<file path="src/rtl/alu_pkg.sv">
// Shared constants for the ALU control decode stage: ALU codes, aluop
// classes, R-type funct values and the sequencer state type.
package alu_pkg;

   // ALU control codes (zero-extended to CTL_W at the point of use)
   localparam logic [3:0] ALU_ADD = 4'd0;
   localparam logic [3:0] ALU_SUB = 4'd1;
   localparam logic [3:0] ALU_AND = 4'd2;
   localparam logic [3:0] ALU_OR  = 4'd3;
   localparam logic [3:0] ALU_XOR = 4'd4;
   localparam logic [3:0] ALU_NOR = 4'd5;
   localparam logic [3:0] ALU_SLL = 4'd6;
   localparam logic [3:0] ALU_SRL = 4'd7;
   localparam logic [3:0] ALU_MUL = 4'd8;
   localparam logic [3:0] ALU_SLT = 4'd9;

   // aluop classes from the main decoder
   localparam int unsigned AOP_ADD   = 0;
   localparam int unsigned AOP_SUB   = 1;
   localparam int unsigned AOP_RTYPE = 2;
   localparam int unsigned AOP_AND   = 3;
   localparam int unsigned AOP_OR    = 4;
   localparam int unsigned AOP_SLT   = 5;

   // R-type funct values; 0x00..0x07 map directly onto codes 0..7
   localparam int unsigned FN_DIRECT_LIM = 8;
   localparam int unsigned FN_MUL        = 32'h18;
   localparam int unsigned FN_SLT        = 32'h2A;

   typedef enum logic {ST_IDLE, ST_WAIT} seq_state_t;

endpackage

</file>
<file path="src/rtl/alu_ctl_decode.sv">
// Combinational (aluop, funct) -> (ctl, illegal, mc) decoder.
module alu_ctl_decode
   import alu_pkg::*;
#(
   parameter int unsigned ALUOP_W = 3,
   parameter int unsigned FUNCT_W = 6,
   parameter int unsigned CTL_W   = 4
) (
   input  logic [ALUOP_W-1:0] aluop,
   input  logic [FUNCT_W-1:0] funct,
   output logic [CTL_W-1:0]   ctl,
   output logic               illegal,
   output logic               mc
);

   logic [31:0] aop_x;
   logic [31:0] fn_x;

   // Zero-extend both selectors so compares are width-independent
   assign aop_x = 32'(aluop);
   assign fn_x  = 32'(funct);

   // Decode; illegal encodings fall through with ctl=ADD
   always_comb begin
      ctl     = CTL_W'(ALU_ADD);
      illegal = 1'b0;
      mc      = 1'b0;
      case (aop_x)
         AOP_ADD: ctl = CTL_W'(ALU_ADD);
         AOP_SUB: ctl = CTL_W'(ALU_SUB);
         AOP_AND: ctl = CTL_W'(ALU_AND);
         AOP_OR:  ctl = CTL_W'(ALU_OR);
         AOP_SLT: ctl = CTL_W'(ALU_SLT);
         AOP_RTYPE: begin
            if (fn_x < FN_DIRECT_LIM) begin
               ctl = CTL_W'(funct[2:0]);
            end else if (fn_x == FN_MUL) begin
               ctl = CTL_W'(ALU_MUL);
               mc  = 1'b1;
            end else if (fn_x == FN_SLT) begin
               ctl = CTL_W'(ALU_SLT);
            end else begin
               illegal = 1'b1;
            end
         end
         default: illegal = 1'b1;
      endcase
   end

endmodule

</file>
<file path="src/rtl/alu_ctl_seq.sv">
// Registered, handshaked ALU control decode stage with sticky error flag
// and a multi-cycle MUL hold-off.
module alu_ctl_seq
   import alu_pkg::*;
#(
   parameter int unsigned ALUOP_W = 3,
   parameter int unsigned FUNCT_W = 6,
   parameter int unsigned CTL_W   = 4,
   parameter int unsigned MC_LAT  = 4
) (
   input  logic               clk,
   input  logic               rst_n,
   input  logic               in_valid,
   output logic               in_ready,
   input  logic [ALUOP_W-1:0] aluop,
   input  logic [31:0]        ir,
   input  logic               err_clr,
   output logic               out_valid,
   output logic [CTL_W-1:0]   ctl,
   output logic               illegal,
   output logic               mc,
   output logic               mc_done,
   output logic               err_sticky
);

   localparam int unsigned CNT_W = $clog2(MC_LAT) + 1;
   localparam logic [CNT_W-1:0] CNT_LOAD = CNT_W'(MC_LAT - 1);

   seq_state_t       state;
   logic [CNT_W-1:0] cnt;
   logic [CTL_W-1:0] dec_ctl;
   logic             dec_ill;
   logic             dec_mc;
   logic             ir_unused;

   // Only the funct field of the instruction word is decoded here
   assign ir_unused = ^ir[31:FUNCT_W];

   alu_ctl_decode #(
      .ALUOP_W (ALUOP_W),
      .FUNCT_W (FUNCT_W),
      .CTL_W   (CTL_W)
   ) u_dec (
      .aluop   (aluop),
      .funct   (ir[FUNCT_W-1:0]),
      .ctl     (dec_ctl),
      .illegal (dec_ill),
      .mc      (dec_mc)
   );

   // Ready only when idle and out of reset
   assign in_ready = (state == ST_IDLE) && rst_n;

   // FSM, counter and registered outputs. mc_done is registered one cycle
   // early so it is high exactly in the WAIT cycle whose counter is 0.
   always_ff @(posedge clk or negedge rst_n) begin
      if (!rst_n) begin
         state      <= ST_IDLE;
         cnt        <= '0;
         ctl        <= '0;
         out_valid  <= 1'b0;
         illegal    <= 1'b0;
         mc         <= 1'b0;
         mc_done    <= 1'b0;
         err_sticky <= 1'b0;
      end else begin
         out_valid <= 1'b0;
         mc_done   <= 1'b0;
         if (err_clr) err_sticky <= 1'b0;
         case (state)
            ST_IDLE: begin
               if (in_valid) begin
                  out_valid <= 1'b1;
                  ctl       <= dec_ctl;
                  illegal   <= dec_ill;
                  mc        <= dec_mc;
                  if (dec_ill) err_sticky <= 1'b1;
                  if (dec_mc) begin
                     state   <= ST_WAIT;
                     cnt     <= CNT_LOAD;
                     mc_done <= (MC_LAT == 1);
                  end
               end
            end
            ST_WAIT: begin
               if (cnt == '0) begin
                  state <= ST_IDLE;
               end else begin
                  cnt     <= cnt - 1'b1;
                  mc_done <= (cnt == CNT_W'(1));
               end
            end
            default: state <= ST_IDLE;
         endcase
      end
   end

endmodule

</file>
<file path="config.mk">
export PLATFORM = sky130hd
export DESIGN_NAME = alu_ctl_seq
export DESIGN_NICKNAME = d
export VERILOG_FILES = /design/src/rtl/alu_pkg.sv /design/src/rtl/alu_ctl_decode.sv /design/src/rtl/alu_ctl_seq.sv
export SDC_FILE = /design/constraint.sdc
export NUM_CORES = 1
export LEC_CHECK = 0
export BUFFER_PORTS_ARGS = -buffer_cell sky130_fd_sc_hd__clkbuf_2
export CAP_MARGIN = 20
export CORE_MARGIN = 5
export CORE_UTILIZATION = 28
export CTS_BUF_LIST = sky130_fd_sc_hd__clkbuf_4 sky130_fd_sc_hd__clkbuf_8
export DETAILED_ROUTE_END_ITERATION = 6
export GPL_TIMING_DRIVEN = 0
export MAX_ROUTING_LAYER = met4
export PLACE_DENSITY = 0.54
export SLEW_MARGIN = 5
export SYNTH_ARGS = -nofsm -noshare
export SYNTH_HDL_FRONTEND = slang
export SYNTH_SLANG_ARGS = --single-unit
</file>
<file path="constraint.sdc">
create_clock -name clk -period 1.5 [get_ports clk]
set_input_delay 0.225 -clock clk [delete_from_list [all_inputs] [get_ports clk]]
set_output_delay 0.225 -clock clk [all_outputs]
set_load 0.03 [all_outputs]
</file>
==> flow_summary.ini, run 1 <==
[cts]
cts.sinks = 13
clkTransAtPathRegs_ns = 0.08
clk_path_buf_depth = 2
cts_tree = yes
cts_buffers = 3
worst_skew_pair.late_latency_ns = 0.27
cts_max_level = 1
root_buffer = clkbuf_4

[sta]
setup_slack_ns = 0.1441
tns_ns = 0
rsz0062_at_grt = false
final_hold_viol_count = 0
fin_crit_sh_pct = 90.40
slew_headroom_pct = 58.29
setup_violations = 0
maxSlewViolCount = 0
fin_crit_ns = 1.356
fmax_ghz = 0.7375
finClkSkew_ns = 0.003575
worstMarginPinSlew_ns = 0.6235
whs_ns = 0.2135

[finish]
syn2layout_area_growth_pct = 26.02
final_cell_mix = 21 x clkbuf_2, 13 x dfrtp_1, 6 x nand2_1
fin_nets = 138
fin_area_um2 = 884.6
fin_util_pct = 36.37
drive_gt1_share_pct = 32.63
ff_latch_area_um2 = 325.3
final_common_cell = clkbuf_2
instances_no_fill = 125
multi_input_area_um2 = 347.8
fillCellCount = 265
antennaDiodeCount = 0

[place]
dp_hpwl_mm = 1.159
numPortBuffers = 21
dp.cells = 120
dpl_worst_slack_ns = 0.07082
place.gp.congestion = 0.7558
place_area_um2 = 844.6

[synth]
yosysWarnings = 0
synth.top_cell.area_share_pct = 46.35
ys_seq_elements = 13
ys.flop_type = dfrtp_1
syn_area_um2 = 701.9
seq_area_frac_synth_pct = 46.35
synth_edf_count = 0
synth_area_per_cell_um2 = 10.17
synth.area.top_cells = dfrtp_1 46%, ha_1 5.3%, nand4b_1 3.7%
synth_top_cell_by_area = dfrtp_1
syn_nets = 111
synthArstFlopShare_pct = 100.0
ys_types = 30
syn-instance-count = 69

[die]
floorplan.initialDensity_pct = 28.86
design.core.area_um2 = 2432
rows = 18
pin_count = 49
die_w_um = 60.07
dieArea_um2 = 3608
die-height_um = 60.07

[worst_setup_path]
arrival_ns = 1.57
start_kind = flip-flop
cpMaxStageDelayCell = dfrtp_1
path_delay_family = compound AO/OA/AOI/OAI gates
cp-end-kind = flip-flop
worstSetupPathType = reg -> reg
worst_path_largest_cell_delay_ns = 0.35
path_max_fanout = 4
path_buf_inv = 1
crit_chain = inv_1, ha_1, a21boi_0, and3_1, o21a_1
cp.required_ns = 1.71

[pwr]
netSwitchingPower_mw = 0.2083
p_total_mw = 0.7445
irDropWorstVdd_uv = 397.8
power_frac_seq_pct = 50.3
switching_share_pct = 27.98
p_int_mw = 0.5362
clock_power_share_pct = 31.3
power.density_nw_per_um2 = 841.6
power.share.combinational_pct = 18.3
leakagePower_nw = 0.4619

[detailed_routing]
ant_nets = 0
drt-wirelength-per-cell_um = 11.74
drtIter0Drc = 6
wirelength_mm = 1.467
dr.pass1.iters = 4
drcViolationCount = 0
vias = 582
viasPerCell = 4.656

[grt]
grt_pass1_wl_mm = 2.760
grt_max_degree = 14
first_global_vias = 626
antenna_found_initial = 0
overflow = 0
grt_usage_pct = 10.48

[outcome]
status = finished, final reports clean

[job]
drv_cap = 0

[min_path]
min_path_type = in -> reg
## synthesized netlist by cell type, types with 2 or more instances
master    count
a21oi_1       4
inv_1         5
buf_2         2
ha_1          3
nor3_1        2
nor2_1        3
nand4b_1      3
o21ai_0       3
nand2b_1      2
nand3_1       4
dfrtp_1      13
nand2_1       6
and3_1        2
## layer usage
metal / vias to the layer above / wire length (um) / global-route usage (%)
li1: 301 / - / -
met1: 265 / 711 / 13.98
met2: 14 / 684 / 15.59
met3: 2 / 62 / 2.808
met4: 0 / 9 / 2.848
met5: - / 0 / -
## kinds of logic after synthesis
logic type               count (synthesis)  share of synthesized area (%)
multiplexers                             1                          1.604
AND/OR/NAND/NOR                         31                          29.41
adder cells (fa/ha/maj)                  3                          5.348
buffers and inverters                    7                          4.100
flip-flops                              13                          46.35
AO/OA/AOI/OAI                           14                          13.19
## power groups by stage
stage	clock network [mW]	registers, mW	logic [mW]
3_5_place_dp	0	0.382	0.137
4_1_cts	0.246	0.375	0.140
6_report	0.233	0.375	0.137
3_3_place_gp	0	0.382	0.136
2_1_floorplan	0	0.410	0.0516
5_1_grt	0.269	0.378	0.154
## sequential cells by signal (all words and copies together) (netlist names)
name and cells:
ctl 4, mc_done 1, err_sticky 1, illegal 1
state 1, cnt 3, out_valid 1, mc 1
## path summary, 6_finish.rpt
kind / to / cells past startpoint / startpoint / slack [ns]
worst max-delay path: cnt[2] / 5 / cnt[0] / 0.14
worst min-delay path: err_sticky / 3 / err_clr / 0.21
worst max register to register: cnt[2] / 5 / cnt[0] / 0.14
worst min register to register: mc / 2 / mc / 0.48
max in group asynchronous: cnt[0] / 2 / rst_n / 0.59
min in group asynchronous: ctl[3] / 2 / rst_n / 0.51
## cell type report
type	count	area share (%)
tap	30	4.243
timing repair buffer	22	13.01
clock buffer	4	3.395
sequential	13	36.78
buffer	2	1.132
inverter	5	2.122
multi-input combinational	49	39.32
## repair_timing
item                       in CTS  in global routing
buffers inserted                0                  0
setup endpoints to repair       0                  1
hold buffers                    1                  0
resized for setup               0                  1
hold endpoints to repair       13                  0
## worst register-to-register path, cell delays in order, from the launching register on
cell and delay [ns]:
dfrtp_1 0.35, inv_1 0.08, ha_1 0.21, a21boi_0 0.34
and3_1 0.22, o21a_1 0.10
No activity file was read; power rests on OpenSTA's default activity.
==> run 2, diff against run 1 <==
PLACE_DENSITY = 0.53   (was 0.54)
SYNTH_HIERARCHICAL = 1   (was unset)
==> run 2 against run 1 <==
Against the previous run: clock-buffer cell count unchanged; die area grew 4.4%; setup slack got worse by 0.043 ns; clock power decreased by 3%; combinational power grew 13%; synthesized cell count increased by 1.4%; critical path depth decreased by 2; global-route usage decreased by 1.0 points; routed wire length is 0.55% higher; sequential share of layout area is 1.5 points lower; largest power group unchanged.
==> flow_summary.ini, run 2 <==
[detailed_routing]
drt-wirelength-per-cell_um = 11.71
drtIter0Drc = 9
vias = 587
wirelength_mm = 1.475
viasPerCell = 4.659
dr.pass1.iters = 4
drcViolationCount = 0
ant_nets = 0

[cts]
post_cts_buffers = 0
cts_max_level = 1
clkTransAtPathRegs_ns = 0.07
cts.sinks = 13
root_buffer = clkbuf_4
cts_tree = yes
cts_hold_buf = 1
cts_buffers = 3
cts-resized-gates = 0
clk_path_buf_depth = 2
worst_skew_pair.late_latency_ns = 0.27

[sta]
fmax_ghz = 0.7150
fin_crit_sh_pct = 93.24
finClkSkew_ns = 0.0003730
tns_ns = 0
slew_headroom_pct = 60.26
worstMarginPinSlew_ns = 0.5941
setup_violations = 0
whs_ns = 0.1352
rsz0062_at_grt = false
maxSlewViolCount = 0
setup_slack_ns = 0.1014
final_hold_viol_count = 0
fin_crit_ns = 1.399

[worst_setup_path]
path_max_fanout = 9
crit_path_start = state
r2r_start = cnt[0]
arrival_ns = 1.17
cp.required_ns = 1.27
start_kind = flip-flop
cp-end-kind = output port
worstSetupPathType = reg -> out

[place]
place.gp.congestion = 0.7424
dp_hpwl_mm = 1.211
numPortBuffers = 21
dp.cells = 121
dpl_worst_slack_ns = 0.1340

[synth]
yosysWarnings = 6
synth.most_common_cell = dfrtp_1
syn-instance-count = 70
syn_nets = 112
synth_edf_count = 0
synth_top_cell_by_area = dfrtp_1
syn_area_um2 = 739.5
ys_seq_elements = 13
ys_types = 32
seq_area_frac_synth_pct = 43.99
ys_top_cells_by_count = 13 x dfrtp_1, 6 x nand2_1, 5 x inv_1
ys.flop_type = dfrtp_1
synth.area.top_cells = dfrtp_1 44%, mux2_2 6.1%, ha_1 5.1%
synth_area_per_cell_um2 = 10.56
synthArstFlopShare_pct = 100.0
synth.top_cell.area_share_pct = 43.99

[finish]
drive_gt1_share_pct = 40.63
top_register = ctl
instances_no_fill = 126
largest_register_ffs = 4
final_common_cell = clkbuf_2
ff_latch_area_um2 = 325.3
syn2layout_area_growth_pct = 24.70
reg_top3 = ctl: 4 flops, cnt: 3 flops
fin_nets = 139
fillCellCount = 265
final_cell_mix = 22 x clkbuf_2, 13 x dfrtp_1, 6 x nand2_1
multi_input_area_um2 = 367.9
antennaDiodeCount = 0

[grt]
grt_usage_pct = 9.447
grt_pass1_wl_mm = 2.484
grt_max_degree = 14
first_global_vias = 584
antenna_found_initial = 0
overflow = 0

[outcome]
status = finished, final reports clean

[pwr]
power.density_nw_per_um2 = 825.4
p_total_mw = 0.7611
leakagePower_nw = 0.4433
irDropWorstVdd_uv = 415.7

[die]
die-height_um = 61.39
dieArea_um2 = 3769
pin_count = 49
design.core.area_um2 = 2500
rows = 18
floorplan.initialDensity_pct = 29.58
die_w_um = 61.39

[job]
drv_cap = 0

[min_path]
holdCritStartpoint = err_clr
min_path_type = in -> reg
run 2: cell types whose count changed in the layout (fill, tap and decap cells not counted), moves of 2 or more:
cell / previous run / this run
o22ai_1: 0 / 2
buf_2: 2 / 0
and3_1: 2 / 0
mux2_2: 0 / 4
nand3_1: 4 / 2
a21oi_1: 4 / 2
buf_6: 0 / 2
nand4b_1: 3 / 0
run 2: through the flow:
step | cell area, um2 | utilization, %
finish | 922.1 | 36.89
global route | 922.1 | 36.89
CTS | 922.1 | 36.89
detailed placement | 882.1 | 35.29
global placement | 882.1 | 35.29
floorplan | 739.5 | -
run 2: logic make-up after synthesis:
group / Yosys count / synth area share [%]
DFF: 13 / 43.99
and+or+nand+nor: 27 / 24.03
buffers and inverters: 8 / 6.260
adders and majority gates: 3 / 5.077
muxes: 4 / 6.091
AOI/OAI and AO/OA: 15 / 14.55
run 2: cell type report:
class                      count  share of cell area (%)
buffer                         3                   2.985
clock buffer                   4                   3.256
inverter                       5                   2.035
multi-input combinational     49                   39.89
sequential                    13                   35.28
tap                           30                   4.071
timing repair buffer          22                   12.48
run 2: power by group:
part | internal (mW) | leakage [nW] | switching, mW
Clock | 0.121 | 0.0184 | 0.105
Combinational | 0.0611 | 0.252 | 0.0940
Sequential | 0.369 | 0.172 | 0.0108
run 2: path summary, 6_finish.rpt:
kind                              endpoint  slack (ns)  depth (start not counted)
min in group asynchronous        out_valid        0.50                          2
worst max-delay path              in_ready        0.10                          3
worst min register to register      ctl[1]        0.52                          1
max in group asynchronous          illegal        0.62                          2
worst max register to register      cnt[2]        0.14                          4
worst min-delay path            err_sticky        0.14                          2
run 2: worst max-delay path: stages, from the launching register on:
cell      delay (ns)
dfrtp_1         0.37
buf_6           0.14
and2b_2         0.20
clkbuf_2        0.19
run 2: per-layer routing:
layer | track usage [%] | share of wire (%)
met1 | 9.935 | 41
met2 | 16.31 | 51
met3 | 4.403 | 6.9
met4 | 1.818 | 0.95
met5 | - | 0
==> run 3, diff against run 2 <==
ABC_AREA = 1   (was unset)
PLACE_DENSITY = 0.52   (was 0.53)
==> run 3 against run 2 <==
Against the previous run: global-route usage about the same; final area up 5.3%; critical path type unchanged; critical endpoint unchanged; setup slack improved by 0.085 ns; non-clock buffer count down 2.
==> flow_summary.ini, run 3 <==
[worst_setup_path]
arrival_ns = 1.09
cpMaxStageDelayCell = dfrtp_1
crit_path_start = state
worst_path_largest_cell_delay_ns = 0.47
critPathCapture = in_ready
cp-end-kind = output port
start_kind = flip-flop
path_buf_inv = 1
worstSetupPathType = reg -> out
path_max_fanout = 6
r2r_slack_ns = 0.37
r2r_start = cnt[0]
path_delay_family = flip-flops
cp.required_ns = 1.27
crit_chain = nor2_1, clkbuf_2
path_depth = 2
worstReg2RegEnd = cnt[1]
reg2reg_depth = 7

[synth]
syn_nets = 144
synth.area.top_cells = dfrtp_1 41%, nand2_1 19%, nand3_1 5.7%
synth_area_per_cell_um2 = 7.691
synth_edf_count = 0
synthArstFlopShare_pct = 100.0
ys.flop_type = dfrtp_1
seq_area_frac_synth_pct = 41.47
ys_seq_elements = 13
syn_area_um2 = 784.5
syn-instance-count = 102
synth.most_common_cell = nand2_1
ys_top_cells_by_count = 39 x nand2_1, 13 x dfrtp_1, 10 x nor2_1
synth_top_cell_by_area = dfrtp_1
synth.top_cell.area_share_pct = 41.47
ys_types = 17
yosysWarnings = 6

[finish]
fin_util_pct = 35.83
multi_input_area_um2 = 407.9
reg_top3 = ctl: 4 flops, cnt: 3 flops
final_cell_mix = 39 x nand2_1, 22 x clkbuf_2, 13 x dfrtp_1
antennaDiodeCount = 0
instances_no_fill = 160
drive_gt1_share_pct = 33.33
ff_latch_area_um2 = 325.3
largest_register_ffs = 4
fillCellCount = 306
fin_nets = 172
final_common_cell = nand2_1
top_register = ctl
syn2layout_area_growth_pct = 23.76

[job]
drv_cap = 0

[pwr]
p_total_mw = 0.7555
irDropWorstVdd_uv = 509.7
leakagePower_nw = 0.5430
power.density_nw_per_um2 = 778.2

[cts]
worst_skew_pair.late_latency_ns = 0.28
clk_path_buf_depth = 2
cts_tree = yes
root_buffer = clkbuf_4
clkTransAtPathRegs_ns = 0.08
cts.sinks = 13
cts_max_level = 1
cts_buffers = 3
cts-resized-gates = 0

[sta]
fin_crit_ns = 1.313
fmax_ghz = 0.7615
tns_ns = 0
finClkSkew_ns = 0.0009784
worstMarginPinSlew_ns = 0.5934
rsz0062_at_grt = false
slew_headroom_pct = 60.31
maxSlewViolCount = 0
setup_violations = 0
fin_crit_sh_pct = 87.55
final_hold_viol_count = 0
whs_ns = 0.09570

[detailed_routing]
drcViolationCount = 0
drtIter0Drc = 33
dr.pass1.iters = 4
drt-wirelength-per-cell_um = 10.26
viasPerCell = 4.331
vias = 693
wirelength_mm = 1.641
ant_nets = 0

[die]
dieArea_um2 = 3960
floorplan.initialDensity_pct = 28.95
design.core.area_um2 = 2710
rows = 19
die_w_um = 62.93
die-height_um = 62.93
pin_count = 49

[grt]
grt_usage_pct = 9.458
overflow = 0
grt_pass1_wl_mm = 2.911
first_global_vias = 705
grt_max_degree = 14
antenna_found_initial = 0

[place]
dp_hpwl_mm = 1.321
numPortBuffers = 22
dp.cells = 155
place.gp.congestion = 0.7061

[min_path]
min_path_type = in -> reg

[outcome]
status = finished, final reports clean
-- run 3: cell types whose count changed in the layout (fill, tap and decap cells not counted), moves of 3 or more --
| cell | previous run | this run |
|---|---|---|
| nand2_1 | 6 | 39 |
| inv_1 | 5 | 8 |
| nand2_4 | 0 | 3 |
| mux2_2 | 4 | 0 |
| inv_2 | 0 | 4 |
| nand2b_1 | 3 | 0 |
| nand3_1 | 2 | 9 |
| nor2_4 | 0 | 3 |
| nor2_1 | 3 | 10 |
-- run 3: cells by family after synthesis --
logic type      count (synthesis)  synth area share (%)
simple gates                   70                 44.82
flops                          13                 41.47
fa+ha+maj                       3                 4.785
buf+inv                        13                 6.539
compound gates                  3                 2.391
-- run 3: repair_timing --
item | in CTS | in global routing
setup buffers | 0 | 0
hold buffers | 1 | 0
hold endpoints to repair | 13 | 0
-- run 3: worst min path at each step --
stage	start	end	slack, ns	depth (start not counted)
after detailed placement	rst_n	mc_done	0.15	1
final	err_clr	err_sticky	0.1	2
after CTS	err_clr	err_sticky	0.09	2
after global routing	err_clr	err_sticky	0.07	2
after global placement	rst_n	cnt[2]	0.15	1
after floorplan	rst_n	cnt[0]	-0.07	0
-- run 3: metrics by stage --
step | setup WS, ns | cell area (um2)
finish | 0.1867 | 970.9
global route | 0.1072 | 970.9
CTS | 0.1761 | 970.9
detailed placement | 0.2509 | 933.4
global placement | 0.2709 | 933.4
floorplan | 0.4195 | 784.5
-- run 3: layer usage --
layer | share of wire (%) | GRT usage, %
met1 | 44 | 10.56
met2 | 50 | 15.26
met3 | 4.6 | 4.317
met4 | 0.79 | 2.387
met5 | 0 | -
-- run 3: layout make-up --
cell class	count	area share, %
clock inverters	1	0.5155
multi-input cells	76	42.01
inverters	13	5.284
flip-flops and latches	13	33.51
clock buffers	3	2.320
repair buffers	23	12.37
well taps	31	3.995
-- run 3: power by group --
| group | switching [mW] | leakage [nW] | internal, mW |
|---|---|---|---|
| registers | 0.00883 | 0.173 | 0.367 |
| clock network | 0.126 | 0.0177 | 0.0991 |
| logic | 0.104 | 0.352 | 0.0505 |
